==> config.mk <==
export PLATFORM = sky130hd
export DESIGN_NAME = inst_queue_flat
export DESIGN_NICKNAME = d
export VERILOG_FILES = /design/src/rtl/inst_queue_if.sv /design/src/rtl/inst_queue.sv /design/src/flat_wrapper.sv
export SDC_FILE = /design/constraint.sdc
export NUM_CORES = 1
export LEC_CHECK = 0
export ABC_AREA = 1
export CORE_MARGIN = 2
export CORE_UTILIZATION = 35
export CTS_CLUSTER_DIAMETER = 200
export DETAILED_ROUTE_END_ITERATION = 10
export PLACE_DENSITY_LB_ADDON = 0.2
export SKIP_CTS_REPAIR_TIMING = 1
export SLEW_MARGIN = 20
export SYNTH_ARGS = -nofsm -noshare
export SYNTH_HDL_FRONTEND = slang
export SYNTH_SLANG_ARGS = --single-unit
==> constraint.sdc <==
create_clock -name i_clk -period 20.8 [get_ports i_clk]
set_clock_uncertainty 0.2 [all_clocks]
set_input_delay 4.16 -clock i_clk [delete_from_list [all_inputs] [get_ports i_clk]]
set_output_delay 4.16 -clock i_clk [all_outputs]
set_load 0.1 [all_outputs]
==> src/rtl/inst_queue_if.sv <==
// Fetch/dispatch signal bundle for inst_queue. The slave modport is the queue;
// the master modport drives the fetch and dispatch side.
interface inst_queue_if;
  logic        i_flush;
  logic        i_wr_en;
  logic        i_wr_inst1_vld;
  logic [31:0] i_wr_inst0;
  logic [31:0] i_wr_inst1;
  logic [31:0] i_wr_pc;
  logic        o_wr_rdy;
  logic        o_rd_vld0;
  logic        o_rd_vld1;
  logic [31:0] o_rd_inst0;
  logic [31:0] o_rd_inst1;
  logic [31:0] o_rd_pc0;
  logic [31:0] o_rd_pc1;
  logic        i_rd_en0;
  logic        i_rd_en1;

  modport slave (
    input  i_flush, i_wr_en, i_wr_inst1_vld, i_wr_inst0, i_wr_inst1, i_wr_pc,
    input  i_rd_en0, i_rd_en1,
    output o_wr_rdy, o_rd_vld0, o_rd_vld1, o_rd_inst0, o_rd_inst1, o_rd_pc0, o_rd_pc1
  );

  modport master (
    output i_flush, i_wr_en, i_wr_inst1_vld, i_wr_inst0, i_wr_inst1, i_wr_pc,
    output i_rd_en0, i_rd_en1,
    input  o_wr_rdy, o_rd_vld0, o_rd_vld1, o_rd_inst0, o_rd_inst1, o_rd_pc0, o_rd_pc1
  );
endinterface

==> src/rtl/inst_queue.sv <==
// 2-in/2-out show-ahead instruction queue between fetch and the decoder slots.
// Optional fetch-stall counter o_perf_full_cnt enabled by INST_QUEUE_PERF_EN.
module inst_queue #(
  parameter int unsigned DEPTH = 8,
  parameter int unsigned PTR_W = 3
) (
  input  logic        i_clk,
  input  logic        i_rst,
`ifdef INST_QUEUE_PERF_EN
  output logic [31:0] o_perf_full_cnt,
`endif
  inst_queue_if.slave bus
);

  logic [PTR_W-1:0] head_q, head_d, tail_q, tail_d;
  logic [PTR_W-1:0] head_p1, tail_p1;
  logic [PTR_W:0]   count_q, count_d;
  logic [31:0]      inst_mem_q [DEPTH];
  logic [31:0]      pc_mem_q   [DEPTH];
  logic             wr_rdy, rd_vld0, rd_vld1;
  logic [1:0]       nwr, nrd;

  always_comb begin
    wr_rdy  = (count_q <= (PTR_W+1)'(DEPTH - 2));
    rd_vld0 = (count_q != '0);
    rd_vld1 = (count_q >= (PTR_W+1)'(2));
    head_p1 = head_q + PTR_W'(1);
    tail_p1 = tail_q + PTR_W'(1);

    nwr = '0;
    if (bus.i_wr_en && wr_rdy) nwr = bus.i_wr_inst1_vld ? 2'd2 : 2'd1;
    nrd = 2'(bus.i_rd_en0 & rd_vld0) + 2'(bus.i_rd_en0 & bus.i_rd_en1 & rd_vld1);

    head_d  = head_q + PTR_W'(nrd);
    tail_d  = tail_q + PTR_W'(nwr);
    count_d = count_q + (PTR_W+1)'(nwr) - (PTR_W+1)'(nrd);
    if (bus.i_flush) begin
      head_d  = '0;
      tail_d  = '0;
      count_d = '0;
    end
  end

  always_ff @(posedge i_clk) begin
    if (i_rst) begin
      head_q  <= '0;
      tail_q  <= '0;
      count_q <= '0;
    end else begin
      head_q  <= head_d;
      tail_q  <= tail_d;
      count_q <= count_d;
    end
  end

  // Entry storage has no reset; writes are suppressed when the pointers are being cleared.
  always_ff @(posedge i_clk) begin
    if (!i_rst && !bus.i_flush && (nwr != '0)) begin
      inst_mem_q[tail_q] <= bus.i_wr_inst0;
      pc_mem_q[tail_q]   <= bus.i_wr_pc;
      if (nwr == 2'd2) begin
        inst_mem_q[tail_p1] <= bus.i_wr_inst1;
        pc_mem_q[tail_p1]   <= bus.i_wr_pc + 32'd4;
      end
    end
  end

  assign bus.o_wr_rdy   = wr_rdy;
  assign bus.o_rd_vld0  = rd_vld0;
  assign bus.o_rd_vld1  = rd_vld1;
  assign bus.o_rd_inst0 = inst_mem_q[head_q];
  assign bus.o_rd_pc0   = pc_mem_q[head_q];
  assign bus.o_rd_inst1 = inst_mem_q[head_p1];
  assign bus.o_rd_pc1   = pc_mem_q[head_p1];

`ifdef INST_QUEUE_PERF_EN
  logic [31:0] perf_full_cnt_q;

  always_ff @(posedge i_clk) begin
    if (i_rst) begin
      perf_full_cnt_q <= '0;
    end else if (bus.i_wr_en && !wr_rdy && (perf_full_cnt_q != '1)) begin
      perf_full_cnt_q <= perf_full_cnt_q + 32'd1;
    end
  end

  assign o_perf_full_cnt = perf_full_cnt_q;
`endif

endmodule

==> src/flat_wrapper.sv <==
// flat-port wrapper written by rule: the top's interface ports become plain ports
module inst_queue_flat 
#(
  parameter int unsigned DEPTH = 8,
  parameter int unsigned PTR_W = 3
)
  (i_clk, i_rst, bus_i_flush, bus_i_wr_en, bus_i_wr_inst1_vld, bus_i_wr_inst0, bus_i_wr_inst1, bus_i_wr_pc, bus_i_rd_en0, bus_i_rd_en1, bus_o_wr_rdy, bus_o_rd_vld0, bus_o_rd_vld1, bus_o_rd_inst0, bus_o_rd_inst1, bus_o_rd_pc0, bus_o_rd_pc1);
  inst_queue_if bus_i ();
  input  logic i_clk;
  input  logic i_rst;
  input wire logic [$bits(bus_i.i_flush)-1:0] bus_i_flush;
  input wire logic [$bits(bus_i.i_wr_en)-1:0] bus_i_wr_en;
  input wire logic [$bits(bus_i.i_wr_inst1_vld)-1:0] bus_i_wr_inst1_vld;
  input wire logic [$bits(bus_i.i_wr_inst0)-1:0] bus_i_wr_inst0;
  input wire logic [$bits(bus_i.i_wr_inst1)-1:0] bus_i_wr_inst1;
  input wire logic [$bits(bus_i.i_wr_pc)-1:0] bus_i_wr_pc;
  input wire logic [$bits(bus_i.i_rd_en0)-1:0] bus_i_rd_en0;
  input wire logic [$bits(bus_i.i_rd_en1)-1:0] bus_i_rd_en1;
  output wire logic [$bits(bus_i.o_wr_rdy)-1:0] bus_o_wr_rdy;
  output wire logic [$bits(bus_i.o_rd_vld0)-1:0] bus_o_rd_vld0;
  output wire logic [$bits(bus_i.o_rd_vld1)-1:0] bus_o_rd_vld1;
  output wire logic [$bits(bus_i.o_rd_inst0)-1:0] bus_o_rd_inst0;
  output wire logic [$bits(bus_i.o_rd_inst1)-1:0] bus_o_rd_inst1;
  output wire logic [$bits(bus_i.o_rd_pc0)-1:0] bus_o_rd_pc0;
  output wire logic [$bits(bus_i.o_rd_pc1)-1:0] bus_o_rd_pc1;
  assign bus_i.i_flush = bus_i_flush;
  assign bus_i.i_wr_en = bus_i_wr_en;
  assign bus_i.i_wr_inst1_vld = bus_i_wr_inst1_vld;
  assign bus_i.i_wr_inst0 = bus_i_wr_inst0;
  assign bus_i.i_wr_inst1 = bus_i_wr_inst1;
  assign bus_i.i_wr_pc = bus_i_wr_pc;
  assign bus_i.i_rd_en0 = bus_i_rd_en0;
  assign bus_i.i_rd_en1 = bus_i_rd_en1;
  assign bus_o_wr_rdy = bus_i.o_wr_rdy;
  assign bus_o_rd_vld0 = bus_i.o_rd_vld0;
  assign bus_o_rd_vld1 = bus_i.o_rd_vld1;
  assign bus_o_rd_inst0 = bus_i.o_rd_inst0;
  assign bus_o_rd_inst1 = bus_i.o_rd_inst1;
  assign bus_o_rd_pc0 = bus_i.o_rd_pc0;
  assign bus_o_rd_pc1 = bus_i.o_rd_pc1;
  inst_queue #(.DEPTH(DEPTH), .PTR_W(PTR_W)) u_core (.i_clk(i_clk), .i_rst(i_rst), .bus(bus_i));
endmodule
==> results of run 1 <==
[per-stage QoR]
| stage | power (W) | cell area, um^2 |
|---|---|---|
| 2_1_floorplan | 0.002706 | 31900 |
| 3_3_place_gp | 0.003182 | 34590 |
| 3_5_place_dp | 0.003190 | 34620 |
| 4_1_cts | 0.004223 | 36470 |
| 5_1_grt | 0.004386 | 36490 |
| 6_report | 0.004200 | 36500 |
[synth_stat cells (all sizes together)]
library cell,number
a31oi,1
buf,222
ha,12
a21oi,289
xnor2,3
nand4,1
nand3,102
o21a,97
dfxtp,10
nor2,438
xor2,22
a211oi,1
clkbuf,132
inv,211
o21ai,999
edfxtp,512
fa,4
nand2,1032
[how the worst max path moves through the flow]
stage | start | to | slack [ps]
after CTS | u_core.head_q[0] | bus_o_rd_pc1[2] | 10670
final | u_core.head_q[0] | bus_o_rd_pc1[31] | 10760
after detailed placement | u_core.head_q[0] | bus_o_rd_pc1[2] | 11350
after global routing | u_core.head_q[0] | bus_o_rd_pc1[2] | 10420
after floorplan | i_rst | u_core.inst_mem_q[4][0] | 10600
after global placement | u_core.head_q[0] | bus_o_rd_pc1[31] | 11410
[sequential cells by signal, indices dropped and copies added, names as in the netlist]
register	flops
u_core.head_q	3
u_core.count_q	4
u_core.inst_mem_q	256
u_core.tail_q	3
u_core.pc_mem_q	256
[routing by layer]
layer  vias up  track usage (%)  wire, um
met5         -                0        82
met4        12            6.450      2647
met3       178            3.346      7714
met2      1041            40.11     53810
met1     13490            30.03     46680
li1      13810                -         -
[power groups by stage]
stage | combinational (W) | clock, W | sequential [W]
after floorplan | 0.00149 | 0 | 0.00121
after global placement | 0.00195 | 0 | 0.00123
after detailed placement | 0.00196 | 0 | 0.00123
after CTS | 0.00197 | 0.00105 | 0.00121
after global routing | 0.00209 | 0.00109 | 0.00121
final | 0.00196 | 0.00103 | 0.00121
[cell families (layout without fill, tap and decap cells)]
group                    after synthesis  in the layout  synth area share (%)
AO/OA/AOI/OAI                       1387           1387                 22.54
XOR/XNOR                              25             25                0.8042
adder cells (fa/ha/maj)               16             16                0.7218
buffers and inverters                565            601                 7.743
flip-flops                           522            522                 48.83
other                                  0              2                     0
AND/OR/NAND/NOR                     1573           1573                 19.37
[layout make-up]
| type | instances | area [um^2] |
|---|---|---|
| Clock inverter | 23 | 205.2 |
| Clock buffer | 86 | 1650 |
| Sequential cell | 522 | 15580 |
| Timing Repair Buffer | 281 | 2750 |
| Fill cell | 9008 | 53650 |
| Multi-Input combinational cell | 3001 | 14030 |
| Inverter | 211 | 802.0 |
| Tap cell | 1176 | 1471 |
| Antenna cell | 2 | 5.005 |
[worst register-to-register path: stages (launching register included)]
cell and delay, ps:
dfxtp_1 840, ha_1 380, xnor2_2 170, nand2_1 130, nor2_1 180, nand3_4 460, o21ai_4 630, buf_4 880
==> results.py, run 1 <==
metrics = {
    "pwr": {
        "switching_share_pct": 47.04,
        "ir_drop_mv": 0.09412,
        "p_switching_w": 0.001975,
        "clock_power_share_pct": 24.6,
        "seq_power_share_pct": 28.8,
        "power_frac_comb_pct": 46.6,
        "p_leak_nw": 13.72,
        "p_int_w": 0.002224,
        "p_per_area_nw_per_um2": 115.1,
    },
    "global_route": {
        "grt_pass1_wl_um": 167000,
        "track_usage_pct": 23.13,
        "grt_start_max_net_pins": 245,
        "grt_antenna_before_repair": 7,
        "grt_overflow": 0,
        "grt_pass1_vias": 27220,
    },
    "cts": {
        "root_buffer": "clkbuf_16",
        "cts_tree": "built",
        "numCtsBuffers": 61,
        "clock_latency_ps": 630,
        "clkSinkCount": 522,
        "path_clk_slew_ps": 60,
        "clk_path_buf_depth": 3,
        "htreeDepth": 2,
    },
    "worst_setup_path": {
        "start_kind": "flop",
        "cpLargestDelayFamily": "buffers and inverters",
        "crit_top_cell": "buf_4",
        "path_buf_inv": 3,
        "regToRegStartpoint": "u_core.tail_q[0]",
        "path_class": "flop to output port",
        "crit_slowest_cell": "clkdlybuf4s50_1",
        "slowest_delay_ps": 1310,
        "r2r_slack_ps": 16470,
        "worstSetupPathDepth": 7,
        "cp.required_ps": 16440,
        "reg2reg_depth": 7,
        "worst_setup_path_end_kind": "output port",
        "worstPathCellList": "ha_4 -> buf_4 -> buf_4 -> o21ai_0 -> o21a_1 -> a21oi_1 -> clkdlybuf4s50_1",
        "crit_arrival_ps": 5680,
        "r2r-end": "u_core.pc_mem_q[2][13]",
        "crit_fanout": 81,
    },
    "drt": {
        "routedWlPerCell_um": 20.92,
        "wirelength_um": 110900,
        "ant_nets": 0,
        "first_pass_iters": 6,
        "vias": 28530,
        "drc_errors": 0,
        "drt_iter0_markers": 2837,
        "vias_per_cell": 5.381,
    },
    "floorplanning": {
        "core_area_um2": 90150,
        "die_w_um": 305.9,
        "placementRows": 110,
        "die_h_um": 305.9,
        "die_area_um2": 93570,
        "io-pin-count": 234,
        "initial_core_util_pct": 35.38,
    },
    "synthesis": {
        "syn-mean-instance-area_um2": 7.803,
        "ys_seq_area_share_pct": 48.83,
        "synth_top_area_cell": "edfxtp_1",
        "netlist_area_um2": 31900,
        "syn_nets": 4207,
        "synthCells": 4088,
        "ys_types": 30,
        "synth-seq-cells": 522,
        "synth_top_area_share_pct": 48.20,
        "synthTopCellsByArea": "edfxtp_1 (48%), o21ai_0 (14%), nand2_1 (12%)",
        "ys_warn_count": 0,
    },
    "final_layout": {
        "final_cell_mix": "nand2_1 (1029), o21ai_0 (901), edfxtp_1 (512), nor2_1 (426), a21oi_1 (289)",
        "final_cells": 5302,
        "layout_commonest_cell": "nand2_1",
        "drive_gt1_share_pct": 4.171,
        "fin_nets": 4197,
        "final_util_pct": 40.48,
        "area_growth_pct": 14.42,
    },
    "flow_run": {
        "drv_cap": 0,
    },
    "place": {
        "io_buffers": 233,
        "dpl.cell_count": 5190,
        "preCtsSetupSlack_ps": 11350,
        "dp.final_hpwl_um": 63490,
        "gp_congestion": 0.8072,
    },
    "timing": {
        "hold_viol_final": 0,
        "slew-limit-headroom_pct": 14.15,
        "max_clock_freq_mhz": 99.63,
        "min_period_ps": 10040,
        "period_share_pct": 48.25,
        "rsz0062_at_grt": "false",
        "fin_ws_ps": 10760,
        "hold_ws_ps": 470.1,
        "worstMarginPinSlew_ps": 1288,
        "setup_tns_ps": 0,
        "slew_violations": 0,
        "setup_viol": 0,
    },
    "outcome": {
        "status": "completed",
    },
    "hold_path": {
        "min-delay-path-class": "flop to flop",
        "min_path_cells": 2,
        "hp-start": "u_core.head_q[2]",
        "whs_endpoint": "u_core.head_q[2]",
    },
}
Power figures use the tool's default switching activity.
==> run 2, diff against run 1 <==
- clock period: 20.8 -> 8.8 ns (I/O delays scaled with it)
==> run 2 against run 1 <==
Routed wire length up 1.0%. Non-clock buffer count is 1 higher. First-iteration DRC count grew 3.0%. Via count up 0.32%. Flip-flop and latch count did not move. Worst setup slack got worse by 9000 ps. Power increased by 150%. Critical path type unchanged. Sequential power rose by 140%. Register-to-register slack got worse by 12000 ps. Sequential share of layout area shrank 0.48 points. Core utilization is 0.46 points higher.
==> results.py, run 2 (same netlist as run 1, synthesis figures left out) <==
metrics = {
    "outcome": {
        "status": "completed",
    },
    "pwr": {
        "seq_power_share_pct": 27.7,
        "p_int_w": 0.005550,
        "clock_power_share_pct": 27.5,
        "power_frac_comb_pct": 44.8,
        "switching_share_pct": 46.28,
        "p_per_area_nw_per_um2": 279.9,
        "p_leak_nw": 13.92,
        "ir_drop_mv": 0.1970,
        "p_switching_w": 0.004782,
    },
    "final_layout": {
        "layout_commonest_cell": "nand2_1",
        "drive_gt1_share_pct": 4.859,
        "area_growth_pct": 15.72,
        "top_regs": "u_core.inst_mem_q x256, u_core.pc_mem_q x256, u_core.count_q x4",
        "final_cell_mix": "nand2_1 (1029), o21ai_0 (901), edfxtp_1 (512), nor2_1 (426), a21oi_1 (289)",
        "final_cells": 5315,
        "final_util_pct": 40.94,
        "fin_nets": 4204,
    },
    "floorplanning": {
        "io-pin-count": 234,
        "die_area_um2": 93570,
        "core_area_um2": 90150,
        "die_w_um": 305.9,
        "initial_core_util_pct": 35.38,
        "placementRows": 110,
        "die_h_um": 305.9,
    },
    "flow_run": {
        "drv_cap": 0,
    },
    "worst_setup_path": {
        "start_kind": "flop",
        "path_class": "flop to output port",
        "worst_setup_path_end_kind": "output port",
        "cpLargestDelayFamily": "buffers and inverters",
        "worstPathCellList": "buf_4 -> buf_4 -> o21ai_0 -> o21ai_0 -> nor2_1 -> a21oi_1 -> clkdlybuf4s50_1",
        "cp.required_ps": 6840,
        "path_buf_inv": 3,
        "slowest_delay_ps": 1220,
        "crit_arrival_ps": 5080,
        "crit_slowest_cell": "clkdlybuf4s50_1",
        "crit_fanout": 96,
    },
    "timing": {
        "max_clock_freq_mhz": 142.0,
        "slew-limit-headroom_pct": 23.27,
        "hold_viol_final": 0,
        "setup_viol": 0,
        "worstMarginPinSlew_ps": 1147,
        "hold_ws_ps": 472.5,
        "min_period_ps": 7041,
        "slew_violations": 0,
        "rsz0062_at_grt": "false",
        "period_share_pct": 80.01,
        "setup_tns_ps": 0,
    },
    "cts": {
        "root_buffer": "clkbuf_16",
        "htreeDepth": 3,
        "numCtsBuffers": 67,
        "clkSinkCount": 522,
        "cts_tree": "built",
        "clock_latency_ps": 610,
        "path_clk_slew_ps": 50,
        "clk_path_buf_depth": 3,
    },
    "drt": {
        "wirelength_um": 112100,
        "first_pass_iters": 6,
        "routedWlPerCell_um": 21.09,
        "drc_errors": 0,
        "vias": 28620,
        "vias_per_cell": 5.385,
        "ant_nets": 0,
        "drt_iter0_markers": 2922,
    },
    "place": {
        "dp.final_hpwl_um": 63880,
        "io_buffers": 233,
        "dpl.cell_count": 5191,
        "gp_congestion": 0.8404,
    },
    "global_route": {
        "grt_pass1_vias": 26760,
        "track_usage_pct": 23.38,
        "grt_start_max_net_pins": 151,
        "grt_overflow": 0,
        "grt_pass1_wl_um": 167000,
        "grt_antenna_before_repair": 10,
    },
    "hold_path": {
        "min-delay-path-class": "flop to flop",
    },
}
[run 2: cell types whose count changed in the layout (fill, tap and decap cells not counted), sizes merged]
| cell | before | now |
|---|---|---|
| inv | 212 | 216 |
| buf | 48 | 51 |
| clkinv | 18 | 22 |
| clkbuf | 86 | 81 |
| bufinv | 3 | 8 |
| clkdlybuf4s50 | 233 | 231 |
| clkinvlp | 1 | 5 |
[run 2: area by class of cell]
type | count | area (um^2)
fill | 8910 | 53240
sequential | 522 | 15580
multi-input combinational | 3001 | 14030
timing repair buffer | 282 | 2774
clock buffer | 81 | 1760
tap | 1176 | 1471
inverter | 211 | 802.0
clock inverter | 40 | 485.5
antenna | 2 | 5.005
[run 2: stage by stage]
step	cell area (um^2)	worst slack [ps]	power [W]
finish	36910	1759	0.01033
detailed placement	34630	2427	0.007551
global route	36910	1507	0.01076
CTS	36880	1781	0.01040
floorplan	31900	998.7	0.006397
global placement	34610	2466	0.007533
[run 2: worst min-delay path, stage by stage, from the launching register on]
cell and delay, ps:
dfxtp_1 290, inv_1 80, ha_1 140, nor2_1 50, nor2_1 80
[run 2: path summary, 6_finish.rpt]
path | start | end | slack, ps | depth (start not counted)
worst max-delay path | u_core.head_q[0] | bus_o_rd_pc1[2] | 1760 | 7
worst min-delay path | u_core.count_q[3] | u_core.count_q[3] | 470 | 4
worst max register to register | u_core.tail_q[0] | u_core.inst_mem_q[6][26] | 4400 | 8
worst min register to register | u_core.count_q[3] | u_core.count_q[3] | 470 | 4
[run 2: per-layer routing]
| metal | part of all wire, % | track usage, % |
|---|---|---|
| met1 | 42 | 30.22 |
| met2 | 49 | 40.32 |
| met3 | 7.1 | 3.691 |
| met4 | 2.4 | 6.839 |
| met5 | 0.091 | 0 |
[run 2: power groups by stage]
stage | Combinational (W) | Clock [W] | Sequential (W)
after floorplan | 0.00353 | 0 | 0.00287
after global placement | 0.00462 | 0 | 0.00291
after global routing | 0.00492 | 0.00298 | 0.00287
after detailed placement | 0.00464 | 0 | 0.00291
final | 0.00462 | 0.00284 | 0.00286
after CTS | 0.00465 | 0.00289 | 0.00286
